[src/rtl/ysyx_25040129_ifu_if.sv]
// Fetch-side bundle of the ysyx_25040129 IFU.
// Groups the branch redirect, the instruction-memory request/response channels and the
// decode hand-off channel.
//   master : the IFU (drives imem requests, response ready and the decode channel)
//   slave  : the environment (branch resolution, instruction memory, decode)
interface ysyx_25040129_ifu_if;
   logic        redirect_valid;
   logic [31:0] redirect_target;

   logic        imem_req_valid;
   logic        imem_req_ready;
   logic [31:0] imem_req_addr;

   logic        imem_rsp_valid;
   logic        imem_rsp_ready;
   logic [31:0] imem_rsp_data;
   logic        imem_rsp_err;

   logic        inst_valid;
   logic        inst_ready;
   logic [31:0] inst;
   logic [31:0] inst_pc;
   logic        inst_fault;

   modport master (
      input  redirect_valid, redirect_target,
      input  imem_req_ready, imem_rsp_valid, imem_rsp_data, imem_rsp_err,
      input  inst_ready,
      output imem_req_valid, imem_req_addr, imem_rsp_ready,
      output inst_valid, inst, inst_pc, inst_fault
   );

   modport slave (
      output redirect_valid, redirect_target,
      output imem_req_ready, imem_rsp_valid, imem_rsp_data, imem_rsp_err,
      output inst_ready,
      input  imem_req_valid, imem_req_addr, imem_rsp_ready,
      input  inst_valid, inst, inst_pc, inst_fault
   );
endinterface

[src/rtl/ysyx_25040129_ifu.sv]
// Instruction fetch unit of the ysyx_25040129 multi-cycle NPC core.
// Owns the fetch PC, keeps at most one word-aligned fetch in flight on the instruction-memory
// port and hands each fetched word plus its PC to decode. A branch redirect replaces the PC
// and squashes wrong-path work already in flight.
// Ports:
//   clock    : sole clock, rising edge
//   reset_n  : asynchronous active-low reset
//   bus      : ysyx_25040129_ifu_if.master (redirect, imem req/rsp, decode hand-off)
module ysyx_25040129_ifu #(
   parameter logic [31:0] RESET_PC = 32'h8000_0000
) (
   input logic                 clock,
   input logic                 reset_n,
   ysyx_25040129_ifu_if.master bus
);

   typedef enum logic [1:0] {
      StIdle,
      StFetch,
      StWait,
      StHold
   } state_e;

   state_e      state_q, state_d;
   logic [31:0] pc_q, pc_d;
   logic [31:0] req_addr_q, req_addr_d;
   logic        discard_q, discard_d;
   logic [31:0] inst_q, inst_d;
   logic [31:0] inst_pc_q, inst_pc_d;
   logic        inst_fault_q, inst_fault_d;

   logic misaligned;
   assign misaligned = |req_addr_q[1:0];

   always_comb begin
      state_d      = state_q;
      pc_d         = pc_q;
      req_addr_d   = req_addr_q;
      discard_d    = discard_q;
      inst_d       = inst_q;
      inst_pc_d    = inst_pc_q;
      inst_fault_d = inst_fault_q;

      unique case (state_q)
         StIdle: begin
            state_d    = StFetch;
            // A redirect here also lands in pc_d below; steer the first fetch to it directly.
            req_addr_d = bus.redirect_valid ? bus.redirect_target : pc_q;
         end

         StFetch: begin
            if (misaligned) begin
               // Nothing is in flight, so a redirect simply retargets the pending fetch.
               if (bus.redirect_valid) begin
                  req_addr_d = bus.redirect_target;
               end else begin
                  state_d      = StHold;
                  inst_d       = 32'h0;
                  inst_pc_d    = req_addr_q;
                  inst_fault_d = 1'b1;
               end
            end else begin
               if (bus.imem_req_ready) begin
                  state_d = StWait;
                  // With discard pending, pc already holds the redirect target.
                  if (!discard_q) begin
                     pc_d = req_addr_q + 32'd4;
                  end
               end
               // The request must still complete; its response is dropped later.
               if (bus.redirect_valid) begin
                  discard_d = 1'b1;
               end
            end
         end

         StWait: begin
            if (bus.imem_rsp_valid) begin
               if (discard_q || bus.redirect_valid) begin
                  state_d    = StFetch;
                  discard_d  = 1'b0;
                  req_addr_d = bus.redirect_valid ? bus.redirect_target : pc_q;
               end else begin
                  state_d      = StHold;
                  inst_pc_d    = req_addr_q;
                  inst_fault_d = bus.imem_rsp_err;
                  inst_d       = bus.imem_rsp_err ? 32'h0 : bus.imem_rsp_data;
               end
            end else if (bus.redirect_valid) begin
               discard_d = 1'b1;
            end
         end

         StHold: begin
            // A redirect squashes the held instruction even if decode takes it this cycle.
            if (bus.redirect_valid) begin
               state_d    = StFetch;
               req_addr_d = bus.redirect_target;
            end else if (bus.inst_ready) begin
               state_d    = StFetch;
               req_addr_d = pc_q;
            end
         end

         default: state_d = StIdle;
      endcase

      if (bus.redirect_valid) begin
         pc_d = bus.redirect_target;
      end
   end

   always_ff @(posedge clock or negedge reset_n) begin
      if (!reset_n) begin
         state_q      <= StIdle;
         pc_q         <= RESET_PC;
         req_addr_q   <= 32'h0;
         discard_q    <= 1'b0;
         inst_q       <= 32'h0;
         inst_pc_q    <= 32'h0;
         inst_fault_q <= 1'b0;
      end else begin
         state_q      <= state_d;
         pc_q         <= pc_d;
         req_addr_q   <= req_addr_d;
         discard_q    <= discard_d;
         inst_q       <= inst_d;
         inst_pc_q    <= inst_pc_d;
         inst_fault_q <= inst_fault_d;
      end
   end

   assign bus.imem_req_valid = (state_q == StFetch) && !misaligned;
   assign bus.imem_req_addr  = req_addr_q;
   assign bus.imem_rsp_ready = (state_q == StWait);
   assign bus.inst_valid     = (state_q == StHold);
   assign bus.inst           = inst_q;
   assign bus.inst_pc        = inst_pc_q;
   assign bus.inst_fault     = inst_fault_q;

endmodule

[src/flat_wrapper.sv]
// flat-port wrapper written by rule: the top's interface ports become plain ports
module ysyx_25040129_ifu_flat 
#(
   parameter logic [31:0] RESET_PC = 32'h8000_0000
)
  (clock, reset_n, bus_redirect_valid, bus_redirect_target, bus_imem_req_ready, bus_imem_rsp_valid, bus_imem_rsp_data, bus_imem_rsp_err, bus_inst_ready, bus_imem_req_valid, bus_imem_req_addr, bus_imem_rsp_ready, bus_inst_valid, bus_inst, bus_inst_pc, bus_inst_fault);
  ysyx_25040129_ifu_if bus_i ();
  input logic clock;
  input logic reset_n;
  input wire logic [$bits(bus_i.redirect_valid)-1:0] bus_redirect_valid;
  input wire logic [$bits(bus_i.redirect_target)-1:0] bus_redirect_target;
  input wire logic [$bits(bus_i.imem_req_ready)-1:0] bus_imem_req_ready;
  input wire logic [$bits(bus_i.imem_rsp_valid)-1:0] bus_imem_rsp_valid;
  input wire logic [$bits(bus_i.imem_rsp_data)-1:0] bus_imem_rsp_data;
  input wire logic [$bits(bus_i.imem_rsp_err)-1:0] bus_imem_rsp_err;
  input wire logic [$bits(bus_i.inst_ready)-1:0] bus_inst_ready;
  output wire logic [$bits(bus_i.imem_req_valid)-1:0] bus_imem_req_valid;
  output wire logic [$bits(bus_i.imem_req_addr)-1:0] bus_imem_req_addr;
  output wire logic [$bits(bus_i.imem_rsp_ready)-1:0] bus_imem_rsp_ready;
  output wire logic [$bits(bus_i.inst_valid)-1:0] bus_inst_valid;
  output wire logic [$bits(bus_i.inst)-1:0] bus_inst;
  output wire logic [$bits(bus_i.inst_pc)-1:0] bus_inst_pc;
  output wire logic [$bits(bus_i.inst_fault)-1:0] bus_inst_fault;
  assign bus_i.redirect_valid = bus_redirect_valid;
  assign bus_i.redirect_target = bus_redirect_target;
  assign bus_i.imem_req_ready = bus_imem_req_ready;
  assign bus_i.imem_rsp_valid = bus_imem_rsp_valid;
  assign bus_i.imem_rsp_data = bus_imem_rsp_data;
  assign bus_i.imem_rsp_err = bus_imem_rsp_err;
  assign bus_i.inst_ready = bus_inst_ready;
  assign bus_imem_req_valid = bus_i.imem_req_valid;
  assign bus_imem_req_addr = bus_i.imem_req_addr;
  assign bus_imem_rsp_ready = bus_i.imem_rsp_ready;
  assign bus_inst_valid = bus_i.inst_valid;
  assign bus_inst = bus_i.inst;
  assign bus_inst_pc = bus_i.inst_pc;
  assign bus_inst_fault = bus_i.inst_fault;
  ysyx_25040129_ifu #(.RESET_PC(RESET_PC)) u_core (.clock(clock), .reset_n(reset_n), .bus(bus_i));
endmodule
[config.mk]
export PLATFORM = sky130hd
export DESIGN_NAME = ysyx_25040129_ifu_flat
export DESIGN_NICKNAME = d
export VERILOG_FILES = /design/src/rtl/ysyx_25040129_ifu_if.sv /design/src/rtl/ysyx_25040129_ifu.sv /design/src/flat_wrapper.sv
export SDC_FILE = /design/constraint.sdc
export NUM_CORES = 1
export LEC_CHECK = 0
export CELL_PAD_IN_SITES_DETAIL_PLACEMENT = 0
export CELL_PAD_IN_SITES_GLOBAL_PLACEMENT = 1
export CORE_MARGIN = 8
export CORE_UTILIZATION = 53
export CTS_CLUSTER_DIAMETER = 50
export DETAILED_ROUTE_END_ITERATION = 8
export DONT_BUFFER_PORTS = 1
export GPL_TIMING_DRIVEN = 0
export PLACE_DENSITY = 0.9
export SLEW_MARGIN = 20
export SYNTH_ARGS = -nofsm -noshare
export SYNTH_HDL_FRONTEND = slang
export SYNTH_SLANG_ARGS = --single-unit
export TNS_END_PERCENT = 20
[constraint.sdc]
create_clock -name clock -period 5.4 [get_ports clock]
set_clock_uncertainty 0.15 [all_clocks]
set_input_delay 1.08 -clock clock [delete_from_list [all_inputs] [get_ports clock]]
set_output_delay 1.08 -clock clock [all_outputs]
set_load 0.02 [all_outputs]
# Yosys cells after proc, flatten, opt, wreduce, memory -nomap -nowiden
# Cells that the tools add are included.
# totals
reg_bits,132
wordCells,79
output_inout_bits,100
# op_classes
n_reduce_logical,13
n_addsub,1
n_mux,42
n_eq_ne,16
# ops
operator,count
$mux W32,21
$pmux W32 S2,2
$pmux W32 S4,1
$add A32 B3 Y32 const B,1
$mux W2,7
$ne A2 B2 Y1 const B,7
$reduce_and A5 Y1,2
$mux W1,8
$pmux W2 S4,1
$reduce_and A4 Y1,2
$ne A3 B2 Y1 const B,2
$ne A3 B3 Y1 const B,2
$reduce_bool A2 Y1,3
$eq A2 B2 Y1 const B,2
$ne A2 B1 Y1 const B,2
$pmux W1 S2,2
$reduce_and A3 Y1,1
$eq A2 B1 Y1 const B,1
$logic_not A2 Y1,1
$reduce_or A2 Y1,1
$logic_and A1 B1 Y1,1
$logic_not A1 Y1,1
$logic_or A1 B1 Y1,1

# Depth between registers and ports, before layout
# Gate-level depths: netlist of run 1.
# logic_depth
word_depth,6
mapped_depth,8

# Worst setup path after synthesis of run 1
# Ideal clock, no wire load.
# synth_path
path_kind,input port to flip-flop
startpoint,input port bus_redirect_valid
endpoint,register u_core.inst_pc_q[10] (netlist: u_core.bus.inst_pc[10])
t_arrival_ns,2.584
setup_time_ns,0.125
path_stages,6
n_path_buf,2
slack_ns,2.542
required_time_ns,5.125
cell_sequence,clkbuf_1 o21bai_1 a21oi_1 a21boi_1 buf_2 mux2_2
# synth_via
elab_chain_len,3
word_cells_on_any_way,4
# synth_lines
item,line,text
"start, declared",flat_wrapper.sv:10,input wire logic [$bits(bus_i.redirect_valid)-1:0] bus_redirect_valid;
$logic_or A1 B1 Y1,ysyx_25040129_ifu.sv:79,if (discard_q || bus.redirect_valid) begin
$ne A2 B2 Y1 (no source line),--,
$reduce_and A5 Y1 (no source line) (*),--,
"end signal, assigned",ysyx_25040129_ifu.sv:128,inst_pc_q <= inst_pc_d;
"end, declared",ysyx_25040129_ifu.sv:29,"logic [31:0] inst_pc_q, inst_pc_d;"
# Every way passes the cells marked *; elsewhere a longest branch is shown, timed or not.
# A chain may end at the register's enable or synchronous reset.

# Final worst setup path of run 1
# layout_path
startpoint,input port bus_redirect_valid
endpoint,register u_core.inst_pc_q[30] (netlist: u_core.bus.inst_pc[30])
# Same word-level chain as after synthesis.

==> run_results.csv, run 1 <==
group,metric,value,unit
setup_path,crit_start,"bus_redirect_valid",
floorplanning,die_area,14900,µm²
routing,first_iter_violations,350,
timing,fmax,326,MHz
setup_path,critPathArrivalTime,3.31,ns
power,total_power,4.38,mW
floorplanning,core-area,10900,µm²
routing,drt_wl_total,15900,µm
setup_path,path_cells,"clkbuf_1 > o21bai_1 > a21oi_1 > a21boi_1 > buf_2 > mux2_2",
routing,viasPerCell,6.14,
outcome,outcome,"finished clean",
timing,setup_viol,0,
clock_network,clockBufferDepth,2,
cells_and_area,antennaDiodeCount,0,
timing,slew_viol_final,0,
cells_and_area,post-route-util,61.7,%
yosys,synth_area,5940,µm²
floorplanning,initial_utilization,54.6,%
clock_network,cts_tree,"done",
setup_path,path_class,"in2reg",
floorplanning,die_y,122,µm
timing,tightest_slew,0.830,ns
clock_network,clkSinkCount,132,
yosys,ys.flop_type,"dfrtp_1",
setup_path,cp-start-kind,"primary input",
global_route,grt.total_usage,21.4,%
yosys,ys_seq_area_share,55.6,%
setup_path,crit_fanout,10,
clock_network,postCtsSetupBuffers,0,
routing,routed-via-count,4204,
yosys,synth_cells,513,
timing,slew-limit-headroom,44.2,%
yosys,synth_async_sr_flop_share,100,%
floorplanning,rows,38,
clock_network,postCtsResizedCells,0,
routing,drt_pass1_iterations,5,
clock_network,cts_hold_buf,0,
global_route,overflow,0,
setup_path,max_stage_delay,0.68,ns
setup_path,worstReg2RegEnd,"u_core.bus.inst_pc[30]",
timing,fin_crit_sh,56.7,%
yosys,synth.top_cells.by_area,"dfrtp_1, mux2_2, mux2i_1",
cells_and_area,finish.net_count,607,
cells_and_area,stdcell_count,685,
yosys,avgSynthCellArea,11.6,µm²
clock_network,cts_buffers,17,
floorplanning,die-width,122,µm
power,leakagePower,2.85,nW
clock_network,cts_max_level,4,
yosys,netlist-cell-type-count,43,
cells_and_area,drive_gt1_share,14.7,%
power,ir_drop,0.300,mV
setup_path,worstPathRequired,5.64,ns
cells_and_area,stdcell_area,6720,µm²
global_route,grt_pass1_wl,24500,µm
timing,rsz0062_at_grt,"false",
yosys,synth_top_area_cell,"dfrtp_1",
setup_path,r2r_start,"u_core.bus.imem_req_addr[0]",
floorplanning,ios,171,
yosys,synth_edf_count,0,
setup_path,worstSetupEndpointType,"flip-flop",
place,place.gp.congestion,0.834,
setup_path,cp-endpoint,"u_core.bus.inst_pc[30]",
timing,tns,0,ns
routing,wire_per_inst,23.2,µm
setup_path,ff2ff_setup_slack,2.64,ns
hold_path,worstHoldPathType,"in2async",
job,maxCapViolCount,0,
place,port_buffers,0,
yosys,synth_seq_cells,132,
clock_network,worstSkewPairLatency,0.51,ns
timing,final_hold_viol_count,0,
yosys,synth_nets,588,
routing,drtAntennaViolNets,0,
yosys,ys_warn_count,0,
clock_network,clkSlewWorstSetupHoldPaths,0.06,ns
global_route,grt_pass1_vias,4382,
setup_path,r2r_cells,5,
yosys,yosys.area.top_type_share,55.2,%
place,dp_hpwl,11400,µm
global_route,grt_max_degree,133,
place,dp_cells,653,
setup_path,crit_slowest_cell,"a21boi_1",
place,dpl_cell_area,6120,µm²
power,p_per_area,652,nW/µm²
timing,min_period,3.06,ns
clock_network,cts_root_buffer,"clkbuf_8",
routing,drc,0,
global_route,antenna_found_initial,0,
cells_and_area,area_delta_synth_final,13.0,%
[cell families after synthesis]
| family | Yosys count | share of synthesized area (%) |
|---|---|---|
| AO/OA/AOI/OAI | 129 | 14.7 |
| XOR/XNOR | 27 | 3.98 |
| adder cells (fa/ha/maj) | 4 | 0.842 |
| buffers and inverters | 40 | 2.78 |
| flip-flops | 132 | 55.6 |
| multiplexers | 67 | 12.0 |
| AND/OR/NAND/NOR | 114 | 10.1 |
[worst min path at each step]
stage,startpoint,endpoint,slack (ns),cells past startpoint
after global routing,reset_n,u_core.bus.inst_pc[26],0.08,0
final,reset_n,u_core.pc_q[24],0.11,0
after floorplan,u_core.pc_q[0],u_core.pc_q[0],0.31,1
after CTS,reset_n,u_core.bus.inst_pc[26],0.09,0
after global placement,u_core.pc_q[25],u_core.pc_q[25],0.33,2
after detailed placement,u_core.pc_q[25],u_core.pc_q[25],0.34,2
[where the power goes]
part | switching, mW | total, mW | internal [mW]
clock network | 0.427 | 1.15 | 0.728
registers | 0.670 | 1.97 | 1.30
logic | 0.703 | 1.26 | 0.554
total | 1.80 | 4.38 | 2.58
[cell usage after synthesis, types with 5 or more instances]
library cell and number:
a21oi_1 5, a22o_1 34, a22oi_1 22, buf_2 5, clkbuf_1 24, dfrtp_1 131, inv_1 9, mux2_2 34
mux2i_1 33, nand2_1 47, nand3_1 15, nor2_1 20, o21ai_0 47, o21ai_1 9, xnor2_1 23
[cell type report]
cell class	instances	area [µm²]
fillers	900	4170
flip-flops and latches	132	3300
multi-input cells	341	2470
clock buffers	20	445
well taps	140	175
clock inverters	12	154
plain buffers	31	131
inverters	9	33.8
[sequential cells by signal, summed over array words and instances, names as in the netlist]
name                      count
u_core.state_q                2
u_core.bus.inst              32
u_core.bus.inst_pc           32
u_core.pc_q                  32
u_core.bus.imem_req_addr     32
u_core.bus.inst_fault         1
u_core.discard_q              1
[metal layers]
metal	GRT usage, %	routed length [µm]	share of wire (%)
met5	0	0	0
met2	34.7	7780	49
met1	25.9	6350	40
met3	8.24	1500	9.5
met4	6.40	234	1.5
[worst max-delay path, delay by kind of cell]
kind,cells,cell delay (ns)
AOI/OAI and AO/OA,3,1.19
muxes,1,0.38
buffers and inverters,2,0.65
[stage by stage]
step | hold WS [ns] | worst slack [ns]
after global placement | 0.328 | 1.80
final | 0.111 | 2.34
after global routing | 0.0774 | 2.22
after detailed placement | 0.336 | 1.78
after CTS | 0.0938 | 2.32
after floorplan | 0.313 | 2.54
[placed cells by master (no fill, tap or decap), drive strengths merged, types with 2 or more instances in the layout]
master      n
nor3        4
inv        10
nor2       20
dfrtp     131
mux2       34
nor4        7
clkinv      5
buf         6
o211ai      2
nor3b       3
xnor2      23
and4        2
clkbuf     45
o21ai      56
or4         3
ha          4
nand3      15
a21oi       5
a22oi      22
clkinvlp    3
nand4       3
nor2b       4
xor2        4
bufinv      3
and3        4
nand2      47
a221o       4
a22o       34
mux2i      33
Power figures use the tool's default switching activity.
==> inputs of run 2 (changes only) <==
Settings changed: CORE_UTILIZATION 53 to 49, PLACE_DENSITY 0.9 to 0.84.
Clock period 5.4 ns to 2.9 ns, I/O delays scaled along.
==> run_results.csv, run 2 (same netlist as run 1, synthesis figures left out) <==
group,metric,value,unit
outcome,outcome,"finished, violations left",
outcome,violations,"negative hold slack",
timing,finalHoldWorstSlack,-0.284,ns
timing,layout_setup_ws,0.192,ns
place,port_buffers,0,
setup_path,cp-start-kind,"flip-flop",
setup_path,crit_fanout,10,
power,switching_power,3.37,mW
routing,first_iter_violations,236,
setup_path,r2r_start,"u_core.state_q[0]",
cells_and_area,filler_cell_count,1037,
clock_network,cts_tree,"done",
floorplanning,core-area,11900,µm²
cells_and_area,drive_gt1_share,14.9,%
place,dp_slack,-0.114,ns
clock_network,cts_buffers,17,
clock_network,cts_max_level,4,
setup_path,cp.depth,6,
floorplanning,rows,40,
cells_and_area,antennaDiodeCount,0,
setup_path,critPathArrivalTime,2.85,ns
global_route,antenna_found_initial,0,
global_route,grt_pass1_wl,25000,µm
power,p_per_area,1190,nW/µm²
floorplanning,initial_utilization,49.9,%
routing,drt_wl_total,15600,µm
timing,final_hold_viol_count,132,
place,dp_hpwl,11400,µm
setup_path,worstSetupEndpointType,"flip-flop",
place,place.gp.congestion,0.815,
timing,rsz0062_at_grt,"false",
global_route,overflow,0,
timing,slew-limit-headroom,44.6,%
routing,drc,0,
global_route,grt.total_usage,20.2,%
setup_path,crit_slowest_cell,"a21boi_1",
timing,min_period,2.71,ns
routing,routed-via-count,4207,
routing,drtAntennaViolNets,0,
power,pwr-share-comb,29.4,%
cells_and_area,finish.net_count,607,
timing,fmax,369,MHz
setup_path,worstReg2RegEnd,"u_core.bus.inst_pc[15]",
setup_path,path_cells,"inv_1 > ha_1 > a21oi_1 > a21boi_1 > buf_2 > mux2_2",
floorplanning,die_area,15900,µm²
hold_path,worstHoldPathType,"in2async",
setup_path,critPathTopFamily,"compound AO/OA/AOI/OAI gates",
floorplanning,die_y,126,µm
cells_and_area,stdcell_area,6670,µm²
setup_path,worstPathRequired,3.04,ns
timing,fin_crit_sh,93.4,%
cells_and_area,final_cell_mix,"dfrtp_1, nand2_1, o21ai_0",
cells_and_area,area_delta_synth_final,12.3,%
power,seq_power_share,46.2,%
setup_path,path_buf_inv,2,
clock_network,clockBufferDepth,2,
setup_path,crit_start,"u_core.state_q[0]",
power,leakagePower,2.82,nW
timing,slew_viol_final,0,
power,ir_drop,0.541,mV
clock_network,cts_root_buffer,"clkbuf_16",
timing,setup_viol,0,
timing,tns,0,ns
setup_path,r2r_cells,6,
power,p_int,4.57,mW
clock_network,worstSkewPairLatency,0.41,ns
floorplanning,ios,171,
power,p_sw_share,42.4,%
global_route,grt_pass1_vias,4538,
setup_path,cp-endpoint,"u_core.bus.inst_pc[15]",
timing,tightest_slew,0.823,ns
clock_network,clkSlewWorstSetupHoldPaths,0.06,ns
clock_network,clkSinkCount,132,
routing,drt_pass1_iterations,4,
setup_path,max_stage_delay,0.58,ns
setup_path,path_class,"reg2reg",
routing,viasPerCell,6.08,
cells_and_area,final_common_cell,"dfrtp_1",
place,dpl_cell_area,6120,µm²
global_route,grt_max_degree,133,
setup_path,ff2ff_setup_slack,0.19,ns
job,maxCapViolCount,0,
power,clockPowerShare,24.4,%
floorplanning,die-width,126,µm
routing,wire_per_inst,22.6,µm
-- run 2: changes by cell type in the layout (fill, tap and decap cells not counted) --
cell,previous run,this run
bufinv_16,3,0
clkinv_4,2,3
clkbuf_1,25,24
clkbuf_8,3,1
clkinvlp_4,3,5
inv_6,1,3
clkbuf_16,16,17
-- run 2: worst register-to-register path, delay by kind of cell, from the launching register on --
| family | cells | cell delay, ns |
|---|---|---|
| adders and majority gates | 1 | 0.34 |
| muxes | 1 | 0.39 |
| AOI/OAI and AO/OA | 2 | 0.80 |
| DFF | 1 | 0.41 |
| buffers and inverters | 2 | 0.50 |
-- run 2: how the worst min path moves through the flow --
stage | startpoint | endpoint | cells past startpoint | slack, ns
5_1_grt | reset_n | u_core.bus.inst_pc[5] | 0 | -0.31
3_5_place_dp | reset_n | u_core.bus.inst_pc[6] | 0 | 0.14
3_3_place_gp | reset_n | u_core.bus.inst_pc[5] | 0 | 0.14
2_1_floorplan | reset_n | u_core.bus.imem_req_addr[0] | 0 | 0.13
4_1_cts | reset_n | u_core.bus.inst_pc[6] | 0 | -0.30
6_report | reset_n | u_core.bus.inst_pc[6] | 0 | -0.28
-- run 2: stage by stage --
| step | utilization [%] | instances | power [mW] |
|---|---|---|---|
| final | 56.0 | 692 | 7.94 |
| after global routing | 56.0 | 692 | 8.40 |
| after CTS | 56.0 | 692 | 8.01 |
| after detailed placement | 51.4 | 660 | 6.07 |
| after global placement | 51.4 | 660 | 5.96 |
| after floorplan | - | 513 | 5.30 |
-- run 2: cell type report --
| class | count | area [µm²] | area share [%] |
|---|---|---|---|
| Buffer | 31 | 131 | 1.97 |
| Sequential cell | 132 | 3300 | 49.5 |
| Clock buffer | 18 | 439 | 6.59 |
| Multi-Input combinational cell | 341 | 2470 | 37.1 |
| Clock inverter | 14 | 105 | 1.58 |
| Tap cell | 147 | 184 | 2.76 |
| Inverter | 9 | 33.8 | 0.507 |
-- run 2: power groups by stage --
stage          Clock [mW]  Sequential (mW)  Combinational, mW
6_report             1.94             3.66               2.33
3_5_place_dp            0             3.72               2.34
5_1_grt              2.04             3.77               2.59
4_1_cts              1.96             3.69               2.35
3_3_place_gp            0             3.69               2.26
2_1_floorplan           0             3.45               1.85
-- run 2: timing repair --
action                                  4_1_cts  5_1_grt
resized for setup                             0        0
endpoints found under the hold margin       132      132
endpoints found under the setup margin        0        0
setup buffers                                 0        0
-- run 2: per-layer routing --
metal	vias up	global-route usage (%)	routed length, µm
met4	0	6.44	199
met1	2127	22.9	6140
met2	161	33.4	7700
met5	-	0	0
met3	17	9.03	1570
li1	1902	-	-
==> inputs of run 3 (changes only) <==
Settings changed: REMOVE_ABC_BUFFERS from default to 1.
==> run_results.csv, run 3 (same netlist as run 1, synthesis figures left out) <==
group,metric,value,unit
global_route,antenna_found_initial,0,
setup_path,crit_fanout,8,
clock_network,cts_max_level,4,
power,seq_power_share,44.7,%
power,pwr-share-comb,28.4,%
setup_path,path_cells,"nand3_1 > or4_1 > nor2_1 > mux2i_1 > o211ai_1",
timing,min_period,2.58,ns
cells_and_area,area_delta_synth_final,14.7,%
timing,final_hold_viol_count,131,
place,place.gp.congestion,0.728,
job,maxCapViolCount,0,
power,p_per_area,1220,nW/µm²
cells_and_area,filler_cell_count,994,
floorplanning,rows,40,
setup_path,path_class,"reg2reg",
outcome,outcome,"finished, violations left",
setup_path,worstReg2RegEnd,"u_core.pc_q[29]",
power,ir_drop,0.665,mV
timing,rsz0062_at_grt,"false",
timing,slew_viol_final,0,
routing,drt_pass1_iterations,4,
power,p_sw_share,40.1,%
cells_and_area,antennaDiodeCount,0,
routing,drtAntennaViolNets,0,
clock_network,cts_root_buffer,"clkbuf_16",
power,clockPowerShare,26.9,%
global_route,grt_max_degree,133,
global_route,grt.total_usage,18.6,%
setup_path,r2r_start,"u_core.bus.imem_req_addr[4]",
floorplanning,ios,171,
place,port_buffers,0,
place,dp_hpwl,10400,µm
floorplanning,initial_utilization,49.9,%
timing,layout_setup_ws,0.320,ns
cells_and_area,post-route-util,57.2,%
routing,drc,0,
setup_path,max_stage_delay,0.64,ns
floorplanning,die-width,126,µm
outcome,violations,"negative hold slack",
timing,tightest_slew,0.913,ns
setup_path,r2r_cells,5,
routing,drt_wl_total,14600,µm
routing,first_iter_violations,298,
timing,slew-limit-headroom,39.0,%
clock_network,clkSinkCount,132,
floorplanning,core-area,11900,µm²
cells_and_area,final_common_cell,"dfrtp_1",
timing,fin_crit_sh,89.0,%
timing,finalHoldWorstSlack,-0.292,ns
power,leakagePower,2.88,nW
routing,wire_per_inst,21.9,µm
floorplanning,die_y,126,µm
power,p_int,4.97,mW
clock_network,postCtsResizedCells,0,
clock_network,worstSkewPairLatency,0.42,ns
global_route,grt_pass1_vias,4035,
setup_path,worstSetupEndpointType,"flip-flop",
global_route,grt_pass1_wl,23200,µm
setup_path,cp-start-kind,"flip-flop",
floorplanning,die_area,15900,µm²
cells_and_area,finish.net_count,583,
power,switching_power,3.33,mW
clock_network,cts_buffers,17,
clock_network,clockBufferDepth,2,
timing,fmax,388,MHz
place,dp_slack,0.327,ns
setup_path,crit_slowest_cell,"dfrtp_1",
cells_and_area,multi_input_area,2530,µm²
setup_path,critPathArrivalTime,2.69,ns
cells_and_area,drive_gt1_share,16.7,%
routing,viasPerCell,5.96,
global_route,overflow,0,
routing,routed-via-count,3978,
clock_network,clkSlewWorstSetupHoldPaths,0.06,ns
timing,setup_viol,0,
setup_path,worstPathRequired,3.01,ns
setup_path,ff2ff_setup_slack,0.32,ns
clock_network,cts_tree,"done",
cells_and_area,final_cell_mix,"dfrtp_1, nand2_1, o21ai_0",
cells_and_area,seq_area,3300,µm²
hold_path,worstHoldPathType,"in2async",
==> run 3: layout make-up <==
cell class	instances	area share, %
Multi-Input combinational cell	341	37.1
Sequential cell	132	48.5
Timing Repair Buffer	7	2.13
Clock buffer	17	6.25
Inverter	9	0.496
Clock inverter	15	2.83
Tap cell	147	2.70
==> run 3: metrics by stage <==
step	area (µm²)	hold slack (ns)	std cells	TNS, ns	total power [mW]
2_1_floorplan	5810	0.134	482	-41.51	5.24
3_3_place_gp	5990	0.138	629	-169.63	5.74
3_5_place_dp	6190	0.138	636	0	6.16
4_1_cts	6810	-0.304	668	0	8.40
5_1_grt	6810	-0.308	668	0	8.79
6_report	6810	-0.292	668	0	8.29
==> run 3: critical path, delay by kind of cell (launching register included) <==
kind / cells / cell delay (ns)
mux: 1 / 0.24
simple gates: 3 / 1.29
flops: 1 / 0.64
compound gates: 1 / 0.10
==> run 3: how the worst max path moves through the flow <==
stage	end	start	slack, ns	cells after the start
finish	u_core.pc_q[29]	u_core.bus.imem_req_addr[4]	0.32	5
global route	u_core.pc_q[29]	u_core.bus.imem_req_addr[4]	0.18	5
CTS	u_core.pc_q[29]	u_core.bus.imem_req_addr[4]	0.32	5
detailed placement	u_core.bus.inst_pc[8]	bus_redirect_valid	0.33	5
global placement	u_core.bus.imem_req_addr[3]	bus_redirect_valid	-1.90	4
floorplan	u_core.bus.imem_req_addr[0]	bus_redirect_valid	-0.51	4
==> run 3: layer usage <==
layer / vias to the layer above / share of wire (%) / global-route usage [%] / wire, µm
met5: - / 0 / 0 / 0
met4: 0 / 1.2 / 5.31 / 170
met3: 14 / 11 / 8.52 / 1570
met2: 157 / 48 / 30.3 / 7080
met1: 1953 / 40 / 21.7 / 5800
li1: 1854 / - / - / -
==> run 3: repair_timing <==
action / in CTS / in global routing
buffers inserted: 0 / 0
hold endpoints to repair: 132 / 132
endpoints found under the setup margin: 0 / 0
==> run 3: power groups by stage <==
| stage | clock, mW | sequential [mW] | combinational (mW) |
|---|---|---|---|
| 2_1_floorplan | 0 | 3.48 | 1.76 |
| 3_3_place_gp | 0 | 3.73 | 2.01 |
| 3_5_place_dp | 0 | 3.76 | 2.39 |
| 4_1_cts | 2.27 | 3.73 | 2.40 |
| 5_1_grt | 2.35 | 3.81 | 2.62 |
| 6_report | 2.23 | 3.71 | 2.36 |
